## config.mk

```make
export PLATFORM = sky130hd
export DESIGN_NAME = fetch_sequencer_flat
export DESIGN_NICKNAME = d
export VERILOG_FILES = /design/src/rtl/fetch_sequencer_if.sv /design/src/rtl/fetch_sequencer.sv /design/src/flat_wrapper.sv
export SDC_FILE = /design/constraint.sdc
export NUM_CORES = 1
export LEC_CHECK = 0
export CAP_MARGIN = 10
export CELL_PAD_IN_SITES_DETAIL_PLACEMENT = 1
export CELL_PAD_IN_SITES_GLOBAL_PLACEMENT = 1
export CORE_MARGIN = 2
export CORE_UTILIZATION = 36
export CTS_CLUSTER_SIZE = 8
export DETAILED_ROUTE_END_ITERATION = 8
export GPL_TIMING_DRIVEN = 0
export PLACE_DENSITY = 0.88
export SYNTH_ARGS = -nofsm -noshare
export SYNTH_HDL_FRONTEND = slang
export SYNTH_SLANG_ARGS = --single-unit
```

## constraint.sdc

```tcl
create_clock -name clk -period 4.83 [get_ports clk]
set_clock_uncertainty 0.1 [all_clocks]
set_input_delay 0.483 -clock clk [delete_from_list [all_inputs] [get_ports clk]]
set_output_delay 0.483 -clock clk [all_outputs]
set_load 0.1 [all_outputs]
```

## src/rtl/fetch_sequencer_if.sv

```systemverilog
// Bus bundle between the fetch sequencer and its neighbours: the next-PC box,
// instruction memory, decode/execute and the halt/status logic.
interface fetch_sequencer_if #(
  parameter int PC_W    = 9,
  parameter int INSTR_W = 16,
  parameter int CNT_W   = 16
);
  logic [PC_W-1:0]    pc_out;
  logic [PC_W-1:0]    pc_next_in;
  logic               imem_req;
  logic [PC_W-1:0]    imem_addr;
  logic               imem_ack;
  logic [INSTR_W-1:0] imem_rdata;
  logic               instr_valid;
  logic [INSTR_W-1:0] instr_data;
  logic               instr_ready;
  logic               halt_req;
  logic               halted;
  logic               fetch_err;
  logic [CNT_W-1:0]   retired_cnt;

  modport master (
    output pc_out, imem_req, imem_addr, instr_valid, instr_data,
           halted, fetch_err, retired_cnt,
    input  pc_next_in, imem_ack, imem_rdata, instr_ready, halt_req
  );

  modport slave (
    input  pc_out, imem_req, imem_addr, instr_valid, instr_data,
           halted, fetch_err, retired_cnt,
    output pc_next_in, imem_ack, imem_rdata, instr_ready, halt_req
  );
endinterface

```

## src/rtl/fetch_sequencer.sv

```systemverilog
// Program-counter owner: fetches from imem over req/ack, issues to decode over
// valid/ready, then loads the PC from the external next-PC box.
module fetch_sequencer #(
  parameter int PC_W     = 9,
  parameter int INSTR_W  = 16,
  parameter int RESET_PC = 0,
  parameter int TIMEOUT  = 16,
  parameter int CNT_W    = 16
) (
  input  logic               clk,
  input  logic               rst_n,
  fetch_sequencer_if.master  bus
);

  localparam int TO_W = (TIMEOUT > 2) ? $clog2(TIMEOUT) : 1;
  localparam logic [TO_W-1:0] TO_LAST = TO_W'(TIMEOUT - 1);

  typedef enum logic [2:0] {
    IDLE,
    FETCH,
    ISSUE,
    ADVANCE,
    HALTED
  } state_t;

  state_t             state;
  logic [PC_W-1:0]    pc_q;
  logic [INSTR_W-1:0] instr_q;
  logic [TO_W-1:0]    to_cnt;
  logic [CNT_W-1:0]   retired_q;
  logic               req_q;
  logic               valid_q;
  logic               halted_q;
  logic               err_q;

  // Outputs are decoded into flops alongside each state transition so that
  // every handshake signal leaves the block glitch-free.
  always_ff @(posedge clk or negedge rst_n) begin
    if (!rst_n) begin
      state     <= IDLE;
      pc_q      <= PC_W'(RESET_PC);
      instr_q   <= '0;
      to_cnt    <= '0;
      retired_q <= '0;
      req_q     <= 1'b0;
      valid_q   <= 1'b0;
      halted_q  <= 1'b0;
      err_q     <= 1'b0;
    end else begin
      // NOTE: non-blocking assignments throughout, so every branch reads the
      // pre-edge values of pc_q, to_cnt and retired_q regardless of order.
      case (state)
        IDLE: begin
          if (bus.halt_req) begin
            state    <= HALTED;
            halted_q <= 1'b1;
          end else begin
            state <= FETCH;
            req_q <= 1'b1;
          end
        end

        FETCH: begin
          // An ack arriving on the last permitted cycle still completes the fetch.
          if (bus.imem_ack) begin
            instr_q <= bus.imem_rdata;
            to_cnt  <= '0;
            req_q   <= 1'b0;
            valid_q <= 1'b1;
            state   <= ISSUE;
          end else if (to_cnt == TO_LAST) begin
            err_q    <= 1'b1;
            req_q    <= 1'b0;
            halted_q <= 1'b1;
            state    <= HALTED;
          end else begin
            to_cnt <= to_cnt + 1'b1;
          end
        end

        ISSUE: begin
          if (bus.instr_ready) begin
            valid_q <= 1'b0;
            state   <= ADVANCE;
          end
        end

        ADVANCE: begin
          pc_q      <= bus.pc_next_in;
          retired_q <= retired_q + 1'b1;
          if (bus.halt_req) begin
            halted_q <= 1'b1;
            state    <= HALTED;
          end else begin
            req_q <= 1'b1;
            state <= FETCH;
          end
        end

        HALTED: begin
          state <= HALTED;
        end

        default: begin
          state    <= IDLE;
          req_q    <= 1'b0;
          valid_q  <= 1'b0;
          halted_q <= 1'b0;
        end
      endcase
    end
  end

  assign bus.pc_out      = pc_q;
  assign bus.imem_addr   = pc_q;
  assign bus.imem_req    = req_q;
  assign bus.instr_valid = valid_q;
  assign bus.instr_data  = instr_q;
  assign bus.halted      = halted_q;
  assign bus.fetch_err   = err_q;
  assign bus.retired_cnt = retired_q;

endmodule

```

## src/flat_wrapper.sv

```systemverilog
// flat-port wrapper written by rule: the top's interface ports become plain ports
module fetch_sequencer_flat 
#(
  parameter int PC_W     = 9,
  parameter int INSTR_W  = 16,
  parameter int RESET_PC = 0,
  parameter int TIMEOUT  = 16,
  parameter int CNT_W    = 16
)
  (clk, rst_n, bus_pc_out, bus_imem_req, bus_imem_addr, bus_instr_valid, bus_instr_data, bus_halted, bus_fetch_err, bus_retired_cnt, bus_pc_next_in, bus_imem_ack, bus_imem_rdata, bus_instr_ready, bus_halt_req);
  fetch_sequencer_if #(.PC_W(PC_W), .INSTR_W(INSTR_W), .CNT_W(CNT_W)) bus_i ();
  input  logic clk;
  input  logic rst_n;
  output wire logic [$bits(bus_i.pc_out)-1:0] bus_pc_out;
  output wire logic [$bits(bus_i.imem_req)-1:0] bus_imem_req;
  output wire logic [$bits(bus_i.imem_addr)-1:0] bus_imem_addr;
  output wire logic [$bits(bus_i.instr_valid)-1:0] bus_instr_valid;
  output wire logic [$bits(bus_i.instr_data)-1:0] bus_instr_data;
  output wire logic [$bits(bus_i.halted)-1:0] bus_halted;
  output wire logic [$bits(bus_i.fetch_err)-1:0] bus_fetch_err;
  output wire logic [$bits(bus_i.retired_cnt)-1:0] bus_retired_cnt;
  input wire logic [$bits(bus_i.pc_next_in)-1:0] bus_pc_next_in;
  input wire logic [$bits(bus_i.imem_ack)-1:0] bus_imem_ack;
  input wire logic [$bits(bus_i.imem_rdata)-1:0] bus_imem_rdata;
  input wire logic [$bits(bus_i.instr_ready)-1:0] bus_instr_ready;
  input wire logic [$bits(bus_i.halt_req)-1:0] bus_halt_req;
  assign bus_pc_out = bus_i.pc_out;
  assign bus_imem_req = bus_i.imem_req;
  assign bus_imem_addr = bus_i.imem_addr;
  assign bus_instr_valid = bus_i.instr_valid;
  assign bus_instr_data = bus_i.instr_data;
  assign bus_halted = bus_i.halted;
  assign bus_fetch_err = bus_i.fetch_err;
  assign bus_retired_cnt = bus_i.retired_cnt;
  assign bus_i.pc_next_in = bus_pc_next_in;
  assign bus_i.imem_ack = bus_imem_ack;
  assign bus_i.imem_rdata = bus_imem_rdata;
  assign bus_i.instr_ready = bus_instr_ready;
  assign bus_i.halt_req = bus_halt_req;
  fetch_sequencer #(.PC_W(PC_W), .INSTR_W(INSTR_W), .RESET_PC(RESET_PC), .TIMEOUT(TIMEOUT), .CNT_W(CNT_W)) u_core (.clk(clk), .rst_n(rst_n), .bus(bus_i));
endmodule
```

; ---- Yosys cells after proc, flatten, opt, wreduce, memory -nomap -nowiden
; Cells that the tools add are included.
[word_totals]
register_bits = 52
latch_bits = 0
ramBits = 0
mem_bits_ro = 0
inputBits = 30
output_inout_bits = 54
word_cells = 56
memories = 0
[classes]
add_sub_neg = 2
mul = 0
n_div = 0
magnitude_cmp = 0
eq_ne = 13
shift = 0
n_mux = 18
n_bitwise = 3
reduce_logical = 11
[ops]
columns = cell, n
row1 = 16-bit by 1-bit adder with 16-bit output (second input constant), 1
row2 = 3-bit 2-to-1 mux, 4
row3 = 3-bit one-hot mux with 4 select lines, 1
row4 = 2-bit inequality test (second input constant), 5
row5 = 1-bit one-hot mux with 3 select lines, 3
row6 = 3-bit AND reduction, 3
row7 = 1-bit 2-to-1 mux, 8
row8 = 4-bit 2-to-1 mux, 2
row9 = 3-bit by 2-bit == test with 1-bit output (second input constant), 2
row10 = 2-bit AND reduction, 3
row11 = 4-bit by 1-bit adder with 4-bit output (second input constant), 1
row12 = 4-bit == test (second input constant), 1
row13 = 2-bit by 1-bit inequality test with 1-bit output (second input constant), 2
row14 = 4-bit AND reduction, 1
row15 = 2-bit OR reduction, 2
row16 = 3-bit by 1-bit == test with 1-bit output (second input constant), 1
row17 = 3-bit == test (second input constant), 1
row18 = 3-bit logical NOT, 1
row19 = 3-bit by 2-bit inequality test with 1-bit output (second input constant), 1
row20 = 1-bit NOT, 3
row21 = 3-bit OR reduction, 1

; ---- Logic depth before layout (Yosys ltp)
; Gate-level depths: netlist (run 1).
[depth]
word_depth = 4
depth_mapped = 6

; ---- Worst setup path before layout (run 1)
; Ideal clock, no wire load.
[synth_timing]
kind = reg-to-reg
startpoint = register u_core.retired_q[4], in the netlist u_core.bus.retired_cnt[4]
endpoint = register u_core.retired_q[15], in the netlist u_core.bus.retired_cnt[15]
setup_time_ns = 0.161
t_arrival_ns = 1.994
setup_slack_ns = 2.575
stages_incl_launch_ff = 6
n_path_buf = 1
period_less_slack_ns = 2.255
path_cell_list = dfrtp_1 nand3_1 or4_1 buf_2 nor4_4 xor2_1
[synth_between]
elab_chain_cells = 1
[synth_lines]
columns = element, line
row1 = start: declaration, fetch_sequencer.sv:30  ; logic [CNT_W-1:0] retired_q;
row2 = start signal: assignment, fetch_sequencer.sv:90  ; retired_q <= retired_q + 1'b1;
row3 = 16-bit by 1-bit adder with 16-bit output, fetch_sequencer.sv:90
; Every way passes these cells.
; A chain may end at the register's enable or synchronous reset.

; ---- Worst setup path in the final report (run 1)
[layout_timing]
startpoint = register u_core.pc_q[0], in the netlist u_core.bus.imem_addr[0]
endpoint = output port bus_pc_out[0]
[layout_rtl]
columns = element, line
row1 = start: declaration, fetch_sequencer.sv:27  ; logic [PC_W-1:0] pc_q;
row2 = start signal: assignment, fetch_sequencer.sv:41  ; pc_q <= PC_W'(RESET_PC);
row3 = start signal: assignment, fetch_sequencer.sv:89  ; pc_q <= bus.pc_next_in;
row4 = end: declaration, flat_wrapper.sv:14  ; output wire logic [$bits(bus_i.pc_out)-1:0] bus_pc_out;
; No word-level cell between the ends.

==> key figures, run 1 <==
Route
  • Vias per inst: around 4.9
  • Drt pass-1 iters: 4
  • Via count: around 1900
  • Routed wire length: ~5400 um
  • Drt wl/cell: ~14 um
  • DRC: 0
  • Iter 0 DRT Violations: 28
  • Final ANT Viol Nets: 0

Clocking
  • Clock transition at path regs: 0.10 ns
  • Clk buf depth: 2
  • Clock Sinks: 52
  • TritonCTS clock tree: yes
  • Cts hold-fix bufs: 0
  • CTS Root Cell: clkbuf_8
  • Cts bufs inserted: 5
  • Post-CTS setup buffers: 0
  • Clk_lat worst skew: ~0.30 ns
  • H-tree Lvls: 2
  • Post-CTS Resized: 0

Job
  • Max_cap viols: 0

Status
  • Outcome: finished, final reports clean

Finish
  • Area growth, synth to finish: 44.2%
  • Commonest non-fill, non-tap cell in the layout: clkdlybuf4s50_1
  • Final Net Count: ~340
  • Proportion of layout cells with a drive suffix above 1: 14.8%
  • Diode count: 0
  • Commonest cells after routing, fill and taps aside: clkdlybuf4s50_1 (81), dfrtp_1 (52), nand2_1 (46), mux2_2 (17), buf_4 (10)
  • Multi-input gate area: around 910 um^2
  • Register Area: between 1000 and 1500 um^2
  • Filler cells: 696

Timing
  • Worst rel slew slack: about a third
  • Unrepaired setup endpoints after global routing: no
  • # setup viols final: 0
  • Measured slew at the worst slew-check pin: between 0.9 and 1 ns
  • Slew Limit Fails: 0
  • Max Clock Freq: between 0.3 and 0.4 GHz
  • Period utilization: around 52%
  • Hold Fails Final Rpt: 0
  • Period minus WS final: approximately 2.5 ns
  • TNS Setup: 0 ns

Critical path
  • Crit path arrival time: 1.95 ns
  • Peak fanout along the critical path: 3
  • R2R Path Start: u_core.state[2]
  • WP data required: roughly 4.3 ns
  • FF-to-FF setup slack: between 2 and 3 ns
  • CP Launch Type: register
  • Reg2Reg Capture Point: u_core.bus.instr_data[5]
  • Critical Path End Type: output pin
  • Reg2reg path depth: 6
  • Critical path type: reg -> out

Synthesis
  • Flops & latches, synth: between 50 and 60
  • FFs w/ async S/R, synth: between 90% and 100%
  • Cells after Synth: 214
  • Largest cells by area after synthesis: dfrtp_1 (56%), mux2_2 (8.2%), nand2_1 (7.4%)
  • Largest area contributor in the netlist: dfrtp_1
  • Number of flops mapped to enable cells by yosys: 0
  • Syn_nets: between 200 and 250
  • Syn Area/Cell: 10.9 um^2
  • Post-synth top area share: about 56%
  • Synth warn: 0
  • Yosys cell types: 37
  • Top_reg_cell synth: dfrtp_1
  • Sequential element share of the synthesized area: 55.9%
  • Mapped Area: 2330 um^2

Global route
  • First-pass GRT wire length: 9260 um
  • Met2 Use GR: between 20% and 30%
  • Vias in the first global route: 1985
  • GR Util met1: between 10% and 20%
  • M3 GR Usage: between 3 and 4%
  • Pin count of the biggest net entering global routing: 29
  • Initial antenna violation count: 0
  • Most Crowded Layer GR: met2
  • Gr usage total: ~16%
  • Total gr overflow: 0

Placed design
  • # port buffers: between 80 and 90
  • Detailed Place HPWL: between 4000 and 5000 um
  • GP Congestion: slightly below 0.8

Floorplan
  • Row Count: 29
  • Chip width: between 80 and 90 um
  • Die area: 7120 um^2
  • Core area: roughly 6300 um^2
  • Die height: 84.4 um
  • Starting Density: between 30 and 40%
  • Num ports: 84

Min path
  • Hold Crit Class: in -> async
## how the worst max path moves through the flow
stage / depth (start not counted) / start / endpoint
6_report: 2 / u_core.bus.imem_addr[0] / bus_pc_out[0]
3_5_place_dp: 2 / u_core.bus.imem_addr[2] / bus_pc_out[2]
4_1_cts: 2 / u_core.bus.imem_addr[2] / bus_pc_out[2]
5_1_grt: 2 / u_core.bus.imem_addr[0] / bus_pc_out[0]
2_1_floorplan: 5 / u_core.bus.retired_cnt[4] / u_core.bus.retired_cnt[15]
3_3_place_gp: 1 / rst_n / u_core.bus.imem_addr[6]
## registers in the layout, indices dropped and copies added (netlist names)
signal                  cells
u_core.bus.retired_cnt     16
u_core.bus.halted           1
u_core.bus.imem_req         1
u_core.bus.imem_addr        9
u_core.bus.instr_valid      1
u_core.state                3
u_core.to_cnt               4
u_core.bus.instr_data      16
u_core.bus.fetch_err        1
## critical path, stage by stage, from the launching register on
cell and delay [ns]:
dfrtp_1 0.40, buf_4 0.12, clkdlybuf4s50_1 1.12
## cell usage after synthesis, types with 4 or more instances
cell type / n
dfrtp_1: 52
nand2_1: 46
mux2_2: 17
buf_4: 10
xnor2_1: 9
nand3_1: 8
nor2_1: 8
o21ai_0: 8
clkbuf_1: 6
xor2_1: 6
a21oi_1: 4
## layer usage
metal	vias to the layer above	wire [um]
met1	927	2290
met5	-	0
met4	0	70
met2	50	2810
met3	6	272
li1	889	-
## layout make-up
| class | count | area share, % |
|---|---|---|
| plain buffers | 19 | 3.36 |
| clock buffers | 6 | 2.46 |
| clock inverters | 2 | 0.410 |
| inverters | 2 | 0.224 |
| multi-input cells | 141 | 27.0 |
| flip-flops and latches | 52 | 38.8 |
| well taps | 77 | 2.87 |
| repair buffers | 83 | 24.9 |
## kinds of logic after synthesis
logic type,Yosys count,synth area share (%)
AOI/OAI and AO/OA,23,6.24
DFF,52,55.9
buffers and inverters,21,5.16
adders and majority gates,2,1.08
and+or+nand+nor,84,17.7
xor gates and xnor gates,15,5.65
muxes,17,8.23
## through the flow
stage	hold WS (ns)	instances	util (%)	setup WS (ns)	instance area (um^2)
2_1_floorplan	0.0874	214	-	2.57	2330
3_3_place_gp	0.352	373	51.4	1.55	3240
3_5_place_dp	0.356	374	51.6	2.63	3260
4_1_cts	0.0778	382	53.2	2.28	3360
5_1_grt	0.0932	382	53.2	2.23	3360
6_report	0.0730	382	53.2	2.30	3360
Power of run 1 is not shown: default switching activity piles up to over one toggle a cycle in this logic, so the estimate is an artifact.
==> run 2, diff against run 1 <==
- CORE_UTILIZATION: 36 -> 30
- PLACE_DENSITY: 0.88 -> 0.79
- clock period: 4.83 -> 2.32 ns (I/O delays scaled with it)
==> key figures, run 2 (synthesized netlist as in run 1, its figures left out) <==
Critical path
  • CP Launch Type: register (unchanged)
  • CP peak stage delay: 1.12 ns (about the same)
  • Critical Path End Type: output pin (unchanged)
  • CP max-delay cell: clkdlybuf4s50_1 (unchanged)
  • CP bufs+invs: 2 (unchanged)
  • Delay-heaviest family, CP: buffers and inverters (unchanged)
  • Reg2reg path depth: 6 (unchanged)
  • Crit path arrival time: 1.94 ns (was 1.95 ns)
  • Stages on the worst setup path: 2 (unchanged)
  • WP data required: 1.99 ns (was 4.25 ns)
  • Critical path type: reg -> out (unchanged)
  • Worst path cell trace: buf_4 > clkdlybuf4s50_1 (unchanged)
  • Peak fanout along the critical path: 3 (unchanged)

Finish
  • Area growth, synth to finish: 46.0% (was 44.2%)
  • Final Util: 44.7% (was 53.2%)
  • Proportion of layout cells with a drive suffix above 1: 14.1% (was 14.8%)
  • Commonest cells after routing, fill and taps aside: clkdlybuf4s50_1 (78), dfrtp_1 (52), nand2_1 (46), mux2_2 (17), buf_4 (10) (was clkdlybuf4s50_1 (81), dfrtp_1 (52), nand2_1 (46), mux2_2 (17), buf_4 (10))
  • Diode count: 0 (unchanged)
  • Commonest non-fill, non-tap cell in the layout: clkdlybuf4s50_1 (unchanged)
  • Filler cells: 864 (was 696)
  • Final Net Count: 337 (was 336)

Timing
  • Fin worst setup slack: 0.0506 ns (was 2.30 ns)
  • TNS Setup: 0 ns (unchanged)
  • Period minus WS final: roughly 2.3 ns
  • Measured slew at the worst slew-check pin: 0.997 ns (was 0.989 ns)
  • Unrepaired setup endpoints after global routing: no (unchanged)
  • Slew Limit Fails: 0 (unchanged)
  • # setup viols final: 0 (unchanged)
  • Hold Fails Final Rpt: 0 (unchanged)
  • Worst rel slew slack: 33.3% (was 33.9%)
  • Max Clock Freq: roughly 0.44 GHz
  • Period utilization: 97.8%

Placed design
  • Detailed Place HPWL: 4190 um (was 4130 um)
  • # port buffers: 82 (unchanged)
  • GP Congestion: 0.738 (was 0.791)
  • Setup WS pre-CTS: 0.273 ns (was 2.63 ns)

Min path
  • Hold depth: 2
  • Hold Crit Class: in -> reg (was in -> async)

Clocking
  • H-tree Lvls: 2 (unchanged)
  • Clock Sinks: 52 (unchanged)
  • Clk_lat worst skew: 0.30 ns (about the same)
  • Cts bufs inserted: 5 (unchanged)
  • Clk buf depth: 2 (unchanged)
  • Post-CTS setup buffers: 0 (unchanged)
  • TritonCTS clock tree: yes (unchanged)
  • Clock transition at path regs: 0.09 ns (was 0.10 ns)
  • CTS Root Cell: clkbuf_8 (unchanged)

Floorplan
  • Row Count: 32 (was 29)
  • Chip width: 92.1 um (was 84.4 um)
  • Die area: 8480 um^2 (was 7120 um^2)
  • Num ports: 84 (unchanged)
  • Starting Density: 30.6% (was 36.9%)
  • Core area: 7610 um^2 (was 6310 um^2)
  • Die height: 92.1 um (was 84.4 um)

Status
  • Outcome: finished, final reports clean (unchanged)

Job
  • Max_cap viols: 0 (unchanged)

Global route
  • Total gr overflow: 0 (unchanged)
  • Initial antenna violation count: 0 (unchanged)
  • Gr usage total: 13.6% (was 15.9%)
  • First-pass GRT wire length: 9290 um (was 9260 um)
  • Pin count of the biggest net entering global routing: 33 (was 29)
  • Vias in the first global route: 1937 (was 1985)

Route
  • Final ANT Viol Nets: 0 (unchanged)
  • Routed wire length: 5500 um (was 5450 um)
  • Drt wl/cell: 13.5 um (was 14.3 um)
  • Drt pass-1 iters: 4 (unchanged)
  • Via count: 1851 (was 1872)
  • Iter 0 DRT Violations: 35 (was 28)
  • DRC: 0 (unchanged)
  • Vias per inst: 4.54 (was 4.90)
==> run 2: changes by cell type in the layout (fill, tap and decap cells not counted) <==
cell | previous run | this run
clkdlybuf4s50_1 | 81 | 78
dlymetal6s2s_1 | 0 | 3
clkbuf_1 | 6 | 8
clkinv_2 | 1 | 0
dlygate4sd3_1 | 0 | 1
inv_6 | 1 | 0
==> run 2: path summary, 6_finish.rpt <==
check / start / endpoint / slack, ns
max reg2reg: u_core.state[2] / u_core.bus.instr_data[5] / 0.28
min reg2reg: u_core.bus.retired_cnt[15] / u_core.bus.retired_cnt[15] / 0.37
min: bus_imem_ack / u_core.to_cnt[0] / 0.26
max: u_core.bus.imem_addr[6] / bus_pc_out[6] / 0.05
min in group asynchronous: rst_n / u_core.state[2] / 0.34
max in group asynchronous: rst_n / u_core.bus.instr_data[7] / 1.24
==> run 2: through the flow <==
step	hold slack, ns	std cells	instance area, um^2
2_1_floorplan	-0.164	214	2330
3_3_place_gp	0.354	398	3280
3_5_place_dp	0.137	399	3290
4_1_cts	0.260	408	3390
5_1_grt	0.289	408	3400
6_report	0.264	408	3400
==> run 2: layout make-up <==
cell class                      instances  area, um^2  area share (%)
Buffer                                 19         113            3.31
Clock buffer                            8        90.1            2.65
Timing Repair Buffer                   84         853            25.1
Inverter                                2        7.51           0.221
Tap cell                              102         128            3.76
Sequential cell                        52        1300            38.3
Multi-Input combinational cell        141         906            26.7
==> run 2: repair_timing <==
item | in CTS | in global routing
hold buffers | 1 | 0
gates resized for setup | 0 | 3
setup endpoints to repair | 0 | 3
endpoints found under the hold margin | 20 | 0
==> run 2: worst register-to-register path, cell delays in order, from the launching register on <==
cell and delay (ns):
dfrtp_1 0.40, buf_2 0.19, nor3b_2 0.32, and2_1 0.17
buf_2 0.19, buf_4 0.22, mux2_2 0.35
==> run 2: routing by layer <==
layer | routed length (um) | track usage [%] | vias to the layer above | part of all wire (%)
met5 | 0 | 0 | - | 0
met4 | 56 | 3.73 | 0 | 1.0
met1 | 2460 | 17.6 | 904 | 45
met2 | 2730 | 22.7 | 52 | 50
met3 | 255 | 3.45 | 4 | 4.6
li1 | - | - | 891 | -
Power of run 2 is left out for the same reason.
